==> config.mk <==
export PLATFORM = sky130hd
export DESIGN_NAME = alu_arbiter_flat
export DESIGN_NICKNAME = d
export VERILOG_FILES = /design/src/rtl/alu_arbiter_if.sv /design/src/rtl/alu_arbiter.sv /design/src/flat_wrapper.sv
export SDC_FILE = /design/constraint.sdc
export NUM_CORES = 1
export LEC_CHECK = 0
export BUFFER_PORTS_ARGS = -buffer_cell sky130_fd_sc_hd__buf_2
export CAP_MARGIN = 20
export CORE_MARGIN = 2
export CORE_UTILIZATION = 59
export DETAILED_ROUTE_END_ITERATION = 12
export GPL_TIMING_DRIVEN = 0
export MAX_ROUTING_LAYER = met4
export PLACE_DENSITY = 0.86
export SYNTH_ARGS = -nofsm -noshare
export SYNTH_HDL_FRONTEND = slang
export SYNTH_SLANG_ARGS = --single-unit
==> constraint.sdc <==
create_clock -name clk -period 4 [get_ports clk]
set_input_delay 0.4 -clock clk [delete_from_list [all_inputs] [get_ports clk]]
set_output_delay 0.4 -clock clk [all_outputs]
set_load 0.01 [all_outputs]
==> src/rtl/alu_arbiter_if.sv <==
// Request/response bundle for alu_arbiter.
// The master side is the requester/consumer environment.
// The slave side is the arbiter itself.
interface alu_arbiter_if #(
    parameter int WIDTH = 16
);
    // Requester A
    logic             a_valid;
    logic             a_ready;
    logic [WIDTH-1:0] a_num1;
    logic [WIDTH-1:0] a_num2;
    logic [3:0]       a_opcode;

    // Requester B
    logic             b_valid;
    logic             b_ready;
    logic [WIDTH-1:0] b_num1;
    logic [WIDTH-1:0] b_num2;
    logic [3:0]       b_opcode;

    // Response channel and status
    logic             rsp_valid;
    logic             rsp_ready;
    logic [WIDTH-1:0] rsp_data;
    logic             rsp_id;
    logic             rsp_illegal;
    logic             busy;
    logic [15:0]      op_count;

    modport master (
        output a_valid, a_num1, a_num2, a_opcode,
        output b_valid, b_num1, b_num2, b_opcode,
        output rsp_ready,
        input  a_ready, b_ready,
        input  rsp_valid, rsp_data, rsp_id, rsp_illegal, busy, op_count
    );

    modport slave (
        input  a_valid, a_num1, a_num2, a_opcode,
        input  b_valid, b_num1, b_num2, b_opcode,
        input  rsp_ready,
        output a_ready, b_ready,
        output rsp_valid, rsp_data, rsp_id, rsp_illegal, busy, op_count
    );
endinterface

==> src/rtl/alu_arbiter.sv <==
// Two-requester ALU arbiter.
// It grants one of A/B in IDLE with a round-robin tie-break.
// It computes the latched operation in a single EXEC cycle.
// It holds the result in RESP until the consumer takes it.
module alu_arbiter #(
    parameter int WIDTH = 16
) (
    input  logic         clk,
    input  logic         reset,
    alu_arbiter_if.slave bus
);

    typedef enum logic [1:0] {
        IDLE = 2'd0,
        EXEC = 2'd1,
        RESP = 2'd2
    } state_t;

    state_t           r_state;
    state_t           w_next_state;

    logic             r_ptr;        // 0 = A has priority on a tie, 1 = B
    logic [WIDTH-1:0] r_num1;
    logic [WIDTH-1:0] r_num2;
    logic [3:0]       r_opcode;
    logic             r_id;

    logic [WIDTH-1:0] r_rsp_data;
    logic             r_rsp_id;
    logic             r_rsp_illegal;
    logic [15:0]      r_op_count;

    logic             w_grant_a;
    logic             w_grant_b;
    logic             w_accept;
    logic             w_done;
    logic             w_rsp_valid;
    logic             w_busy;
    logic [WIDTH-1:0] w_result;
    logic             w_illegal;

    // Grant selection: only in IDLE, a lone requester wins, and a tie goes to the pointer.
    always_comb begin
        // NOTE: every output of a combinational block gets a default first, so no path can infer a latch.
        w_grant_a = 1'b0;
        w_grant_b = 1'b0;
        if (r_state == IDLE) begin
            if (bus.a_valid && (!bus.b_valid || !r_ptr)) begin
                w_grant_a = 1'b1;
            end else if (bus.b_valid) begin
                w_grant_b = 1'b1;
            end
        end
    end

    assign w_accept = w_grant_a | w_grant_b;
    assign w_done   = (r_state == RESP) && bus.rsp_ready;

    // FSM state register.
    always_ff @(posedge clk or posedge reset) begin
        // NOTE: sequential state uses non-blocking assignments, so every register samples pre-edge values.
        if (reset) begin
            r_state <= IDLE;
        end else begin
            r_state <= w_next_state;
        end
    end

    // FSM next state and state-decoded outputs.
    always_comb begin
        w_next_state = r_state;
        w_rsp_valid  = 1'b0;
        w_busy       = 1'b1;
        case (r_state)
            IDLE: begin
                w_busy = 1'b0;
                if (w_accept) begin
                    w_next_state = EXEC;
                end
            end
            EXEC: begin
                w_next_state = RESP;
            end
            RESP: begin
                w_rsp_valid = 1'b1;
                if (bus.rsp_ready) begin
                    w_next_state = IDLE;
                end
            end
            default: begin
                w_next_state = IDLE;
            end
        endcase
    end

    // ALU on the latched operands. Add and subtract wrap at WIDTH bits.
    always_comb begin
        w_result  = '0;
        w_illegal = 1'b0;
        case (r_opcode)
            4'b0001: w_result = r_num1 + r_num2;
            4'b0010: w_result = r_num1 - r_num2;
            4'b0011: w_result = r_num1 & r_num2;
            4'b0100: w_result = r_num1 | r_num2;
            4'b0101: w_result = r_num1 ^ r_num2;
            default: w_illegal = 1'b1;
        endcase
    end

    // Capture the granted requester's operation on the handshake edge.
    always_ff @(posedge clk or posedge reset) begin
        // NOTE: the datapath registers are reset too, because the latched operands must read zero while reset is high.
        if (reset) begin
            r_num1   <= '0;
            r_num2   <= '0;
            r_opcode <= '0;
            r_id     <= 1'b0;
        end else if (w_accept) begin
            r_num1   <= w_grant_a ? bus.a_num1   : bus.b_num1;
            r_num2   <= w_grant_a ? bus.a_num2   : bus.b_num2;
            r_opcode <= w_grant_a ? bus.a_opcode : bus.b_opcode;
            r_id     <= w_grant_b;
        end
    end

    // Register the result in EXEC. It then stays frozen through RESP.
    always_ff @(posedge clk or posedge reset) begin
        if (reset) begin
            r_rsp_data    <= '0;
            r_rsp_id      <= 1'b0;
            r_rsp_illegal <= 1'b0;
        end else if (r_state == EXEC) begin
            r_rsp_data    <= w_result;
            r_rsp_id      <= r_id;
            r_rsp_illegal <= w_illegal;
        end
    end

    // On response completion, count the operation and hand priority to the other requester.
    always_ff @(posedge clk or posedge reset) begin
        if (reset) begin
            r_op_count <= 16'd0;
            r_ptr      <= 1'b0;
        end else if (w_done) begin
            r_op_count <= r_op_count + 16'd1;
            r_ptr      <= ~r_id;
        end
    end

    assign bus.a_ready     = w_grant_a;
    assign bus.b_ready     = w_grant_b;
    assign bus.rsp_valid   = w_rsp_valid;
    assign bus.rsp_data    = r_rsp_data;
    assign bus.rsp_id      = r_rsp_id;
    assign bus.rsp_illegal = r_rsp_illegal;
    assign bus.busy        = w_busy;
    assign bus.op_count    = r_op_count;

endmodule

==> src/flat_wrapper.sv <==
// flat-port wrapper written by rule: the top's interface ports become plain ports
module alu_arbiter_flat 
#(
    parameter int WIDTH = 16
)
  (clk, reset, bus_a_valid, bus_a_num1, bus_a_num2, bus_a_opcode, bus_b_valid, bus_b_num1, bus_b_num2, bus_b_opcode, bus_rsp_ready, bus_a_ready, bus_b_ready, bus_rsp_valid, bus_rsp_data, bus_rsp_id, bus_rsp_illegal, bus_busy, bus_op_count);
  alu_arbiter_if #(.WIDTH(WIDTH)) bus_i ();
  input  logic clk;
  input  logic reset;
  input wire logic [$bits(bus_i.a_valid)-1:0] bus_a_valid;
  input wire logic [$bits(bus_i.a_num1)-1:0] bus_a_num1;
  input wire logic [$bits(bus_i.a_num2)-1:0] bus_a_num2;
  input wire logic [$bits(bus_i.a_opcode)-1:0] bus_a_opcode;
  input wire logic [$bits(bus_i.b_valid)-1:0] bus_b_valid;
  input wire logic [$bits(bus_i.b_num1)-1:0] bus_b_num1;
  input wire logic [$bits(bus_i.b_num2)-1:0] bus_b_num2;
  input wire logic [$bits(bus_i.b_opcode)-1:0] bus_b_opcode;
  input wire logic [$bits(bus_i.rsp_ready)-1:0] bus_rsp_ready;
  output wire logic [$bits(bus_i.a_ready)-1:0] bus_a_ready;
  output wire logic [$bits(bus_i.b_ready)-1:0] bus_b_ready;
  output wire logic [$bits(bus_i.rsp_valid)-1:0] bus_rsp_valid;
  output wire logic [$bits(bus_i.rsp_data)-1:0] bus_rsp_data;
  output wire logic [$bits(bus_i.rsp_id)-1:0] bus_rsp_id;
  output wire logic [$bits(bus_i.rsp_illegal)-1:0] bus_rsp_illegal;
  output wire logic [$bits(bus_i.busy)-1:0] bus_busy;
  output wire logic [$bits(bus_i.op_count)-1:0] bus_op_count;
  assign bus_i.a_valid = bus_a_valid;
  assign bus_i.a_num1 = bus_a_num1;
  assign bus_i.a_num2 = bus_a_num2;
  assign bus_i.a_opcode = bus_a_opcode;
  assign bus_i.b_valid = bus_b_valid;
  assign bus_i.b_num1 = bus_b_num1;
  assign bus_i.b_num2 = bus_b_num2;
  assign bus_i.b_opcode = bus_b_opcode;
  assign bus_i.rsp_ready = bus_rsp_ready;
  assign bus_a_ready = bus_i.a_ready;
  assign bus_b_ready = bus_i.b_ready;
  assign bus_rsp_valid = bus_i.rsp_valid;
  assign bus_rsp_data = bus_i.rsp_data;
  assign bus_rsp_id = bus_i.rsp_id;
  assign bus_rsp_illegal = bus_i.rsp_illegal;
  assign bus_busy = bus_i.busy;
  assign bus_op_count = bus_i.op_count;
  alu_arbiter #(.WIDTH(WIDTH)) u_core (.clk(clk), .reset(reset), .bus(bus_i));
endmodule
==> summary.txt <==
Place
  • Placed cell areas: around 5600 um2
  • Port-buffer cells: 114
  • GP Congestion: 0.962
  • HPWL Detailed: 11300 um

Synth
  • Adder-cell area share of the yosys netlist: 12.8%
  • Syn Nets: 652
  • Most common cell in the netlist: dfrtp_1
  • Mapped Area: 4940 um2
  • Mux cell area share after synthesis: approximately 1.1%
  • Post-Synth XOR/XNOR Area: between 7 and 8%
  • Yosys reg bits: 74
  • Yosys Warn Count: 0
  • Simple-gate share of the synthesized area: 12.8%
  • Post-synth top area share: 37.5%
  • Synth top area cells: dfrtp_1, ha_1, o221a_2
  • Syn Inst Count: 525
  • Post-synth EDFFs: 0
  • Sequential-to-total area share from yosys stat: 37.5%
  • Post-synth top cells: dfrtp_1, ha_1, nand3_1, inv_1
  • Mapped Avg Cell Area: 9.41 um2
  • Synth cell types: 42
  • Most area-hungry cell type in the Yosys netlist: dfrtp_1
  • Async SR Flop Fraction: 100%
  • Compound-Gate Fraction of Synth Area: 22.4%
  • Largest family of logic cells by synthesized area: compound AO/OA/AOI/OAI gates
  • Top_reg_cell synth: dfrtp_1

Pwr
  • Sw power: roughly 2.5 mW
  • Internal Power: 2.69 mW
  • Comb power frac: 63.0%
  • Clk network pwr share: between 10% and 20%
  • Sw frac: 48.3%
  • VDD IR max: 0.391 mV
  • Leakage: 2.89 nW
  • PD cells: between 800 and 900 nW/um2
  • Flop pwr share: 25.0%

Clocking
  • Total number of H-tree levels: 3
  • Count of clock tree sinks: 74
  • Post-cts resize count: 0
  • Num CTS Buffers: 9
  • Hold bufs inserted after CTS: 0
  • Clock slew at reported path FFs: 0.09 ns
  • Setup Fix Bufs, Post-CTS: 0
  • CTS tree: built
  • CTS Root Buffer Type: clkbuf_8
  • Worst-Skew Late Latency: 0.36 ns
  • CTS max path bufs: 2

Drt
  • Final ANT Viol Nets: 0
  • Drt initial violations: 435
  • Drt wl/cell: 19.0 um
  • Total number of vias: 4650
  • Final WL: 14500 um
  • DRC violations left: 0
  • Via/cell ratio: 6.12
  • Drt first pass iters: 5

Flow run
  • Max-Cap Viols: 0

Floorplan
  • Starting Density: between 60% and 70%
  • Height of the die: approximately 96 um
  • I/O pin total: 115
  • Die ar.: 9120 um2
  • FP Rows: 33
  • Core box area: 8180 um2
  • Chip width: 95.5 um

Timing
  • Worst Max-Slew Pin Slew: between 0.9 and 1 ns
  • Final Hold Viols: 0
  • RSZ-0062 raised after global routing: no
  • Final min period: 3.21 ns
  • Peak Freq: 311 MHz
  • Final setup viols: 0
  • Slew Limit Fails: 0
  • Layout Skew: around 0.014 ns
  • Slew HR: 38.9%
  • Final Cycle Share: 80.3%
  • Setup total negative slack: 0 ns

Worst setup path
  • CP max stage cell: fa_1
  • WP data required: 4.22 ns
  • Critical Path End Type: register
  • Cell family with most CP delay: compound AO/OA/AOI/OAI gates
  • WP buf/inv: 2
  • Crit start category: register
  • WP data arrival: 3.44 ns
  • Crit Path Category: reg -> reg
  • CP max stage delay: roughly 0.48 ns
  • Worst-path maximum fanout: 10
  • Flop2flop setup slack: 0.79 ns
  • Most frequent CP cell: o21ai_0
  • Crit path cell chain: buf_4, nand2b_1, or3_1, buf_2, mux2i_1, fa_1, a21oi_1, o221ai_1, a41oi_1, o21ai_0, xnor2_1, o21ai_0

Global route
  • Total track usage: 33.6%
  • First-pass GRT wire length: about 23000 um
  • Vias in the first global route: 4461
  • Global route total overflow: 0
  • Antenna violations before repair: 0
  • Pin count of the biggest net entering global routing: 75

Final layout
  • Area Growth Syn to Fin: 18.4%
  • Antenna cells: 0
  • Final instance area: 5850 um2
  • Fin nets: 777
  • Share of cells above drive strength 1: 27.0%

Run status
  • Run status: completed

Min path
  • Hold WC Path Type: in -> async
-- registers in the layout, summed over array words and instances (netlist names) --
signal,flops
u_core.bus.rsp_data,16
u_core.r_ptr,1
u_core.r_num2,16
u_core.r_id,1
u_core.bus.rsp_id,1
u_core.r_opcode,4
u_core.r_state,2
u_core.bus.rsp_illegal,1
u_core.bus.op_count,16
u_core.r_num1,16
-- worst reg2reg max path: stages (launching register included) --
cell      delay [ns]
dfrtp_1         0.37
buf_4           0.16
nand2b_1        0.17
or3_1           0.31
buf_2           0.21
mux2i_1         0.21
fa_1            0.48
a21oi_1         0.21
o221ai_1        0.22
a41oi_1         0.34
o21ai_0         0.17
xnor2_1         0.15
o21ai_0         0.08
-- power by group through the flow --
stage,Sequential [mW],Combinational (mW),Clock [mW]
2_1_floorplan,1.25,2.36,0
3_3_place_gp,1.29,3.08,0
3_5_place_dp,1.30,3.19,0
4_1_cts,1.29,3.21,0.627
5_1_grt,1.34,3.63,0.649
6_report,1.30,3.28,0.622
-- cell families after synthesis --
| group | after synthesis |
|---|---|
| adder cells (fa/ha/maj) | 50 |
| buffers and inverters | 73 |
| AO/OA/AOI/OAI | 147 |
| XOR/XNOR | 43 |
| multiplexers | 5 |
| AND/OR/NAND/NOR | 133 |
| flip-flops | 74 |
-- final timing paths --
check	from	to	cells past startpoint
max	u_core.r_opcode[2]	u_core.bus.rsp_data[14]	12
min in group clk	bus_rsp_ready	u_core.r_state[1]	2
max in group asynchronous	reset	u_core.r_num2[5]	2
min reg2reg	u_core.bus.rsp_data[3]	u_core.bus.rsp_data[3]	2
max reg2reg	u_core.r_opcode[2]	u_core.bus.rsp_data[14]	12
min	reset	u_core.bus.rsp_data[1]	2
-- through the flow --
| step | power, mW | hold slack [ns] | std cells | util, % | worst slack, ns |
|---|---|---|---|---|---|
| after floorplan | 3.62 | 0.458 | 525 | - | 1.25 |
| after global placement | 4.38 | 0.451 | 744 | 69.0 | 0.873 |
| after detailed placement | 4.50 | 0.461 | 744 | 69.0 | 0.871 |
| after CTS | 5.13 | 0.241 | 760 | 71.6 | 0.837 |
| after global routing | 5.62 | 0.271 | 760 | 71.6 | 0.578 |
| final | 5.20 | 0.240 | 760 | 71.6 | 0.787 |
-- cell type report --
class,instances,area (um2)
clock buffer,9,124
fill,638,2320
clock inverter,7,82.6
multi-input combinational,378,2800
tap,105,131
inverter,44,168
timing repair buffer,114,571
sequential,74,1850
buffer,29,125
-- placed cells by master, fill, tap and decap left out, types with 5 or more instances in the layout --
master and n:
a21oi_1 26, a22oi_1 25, buf_2 121, clkbuf_1 20, clkbuf_8 9, dfrtp_1 74, ha_1 49, inv_1 43
nand2_1 32, nand3_1 47, nand4_1 6, nor2_1 26, nor3_1 5, o21ai_0 25, o221a_2 32, o22ai_1 12
o31ai_1 5, xnor2_1 31, xor2_1 12
-- metal layers --
layer,part of all wire [%],routed length (um),track usage [%]
met1,46,6600,46.8
met2,46,6580,51.5
met3,6.9,996,4.35
met4,2.0,283,10.4
met5,0,0,-
(Power assumes the default switching activity.)
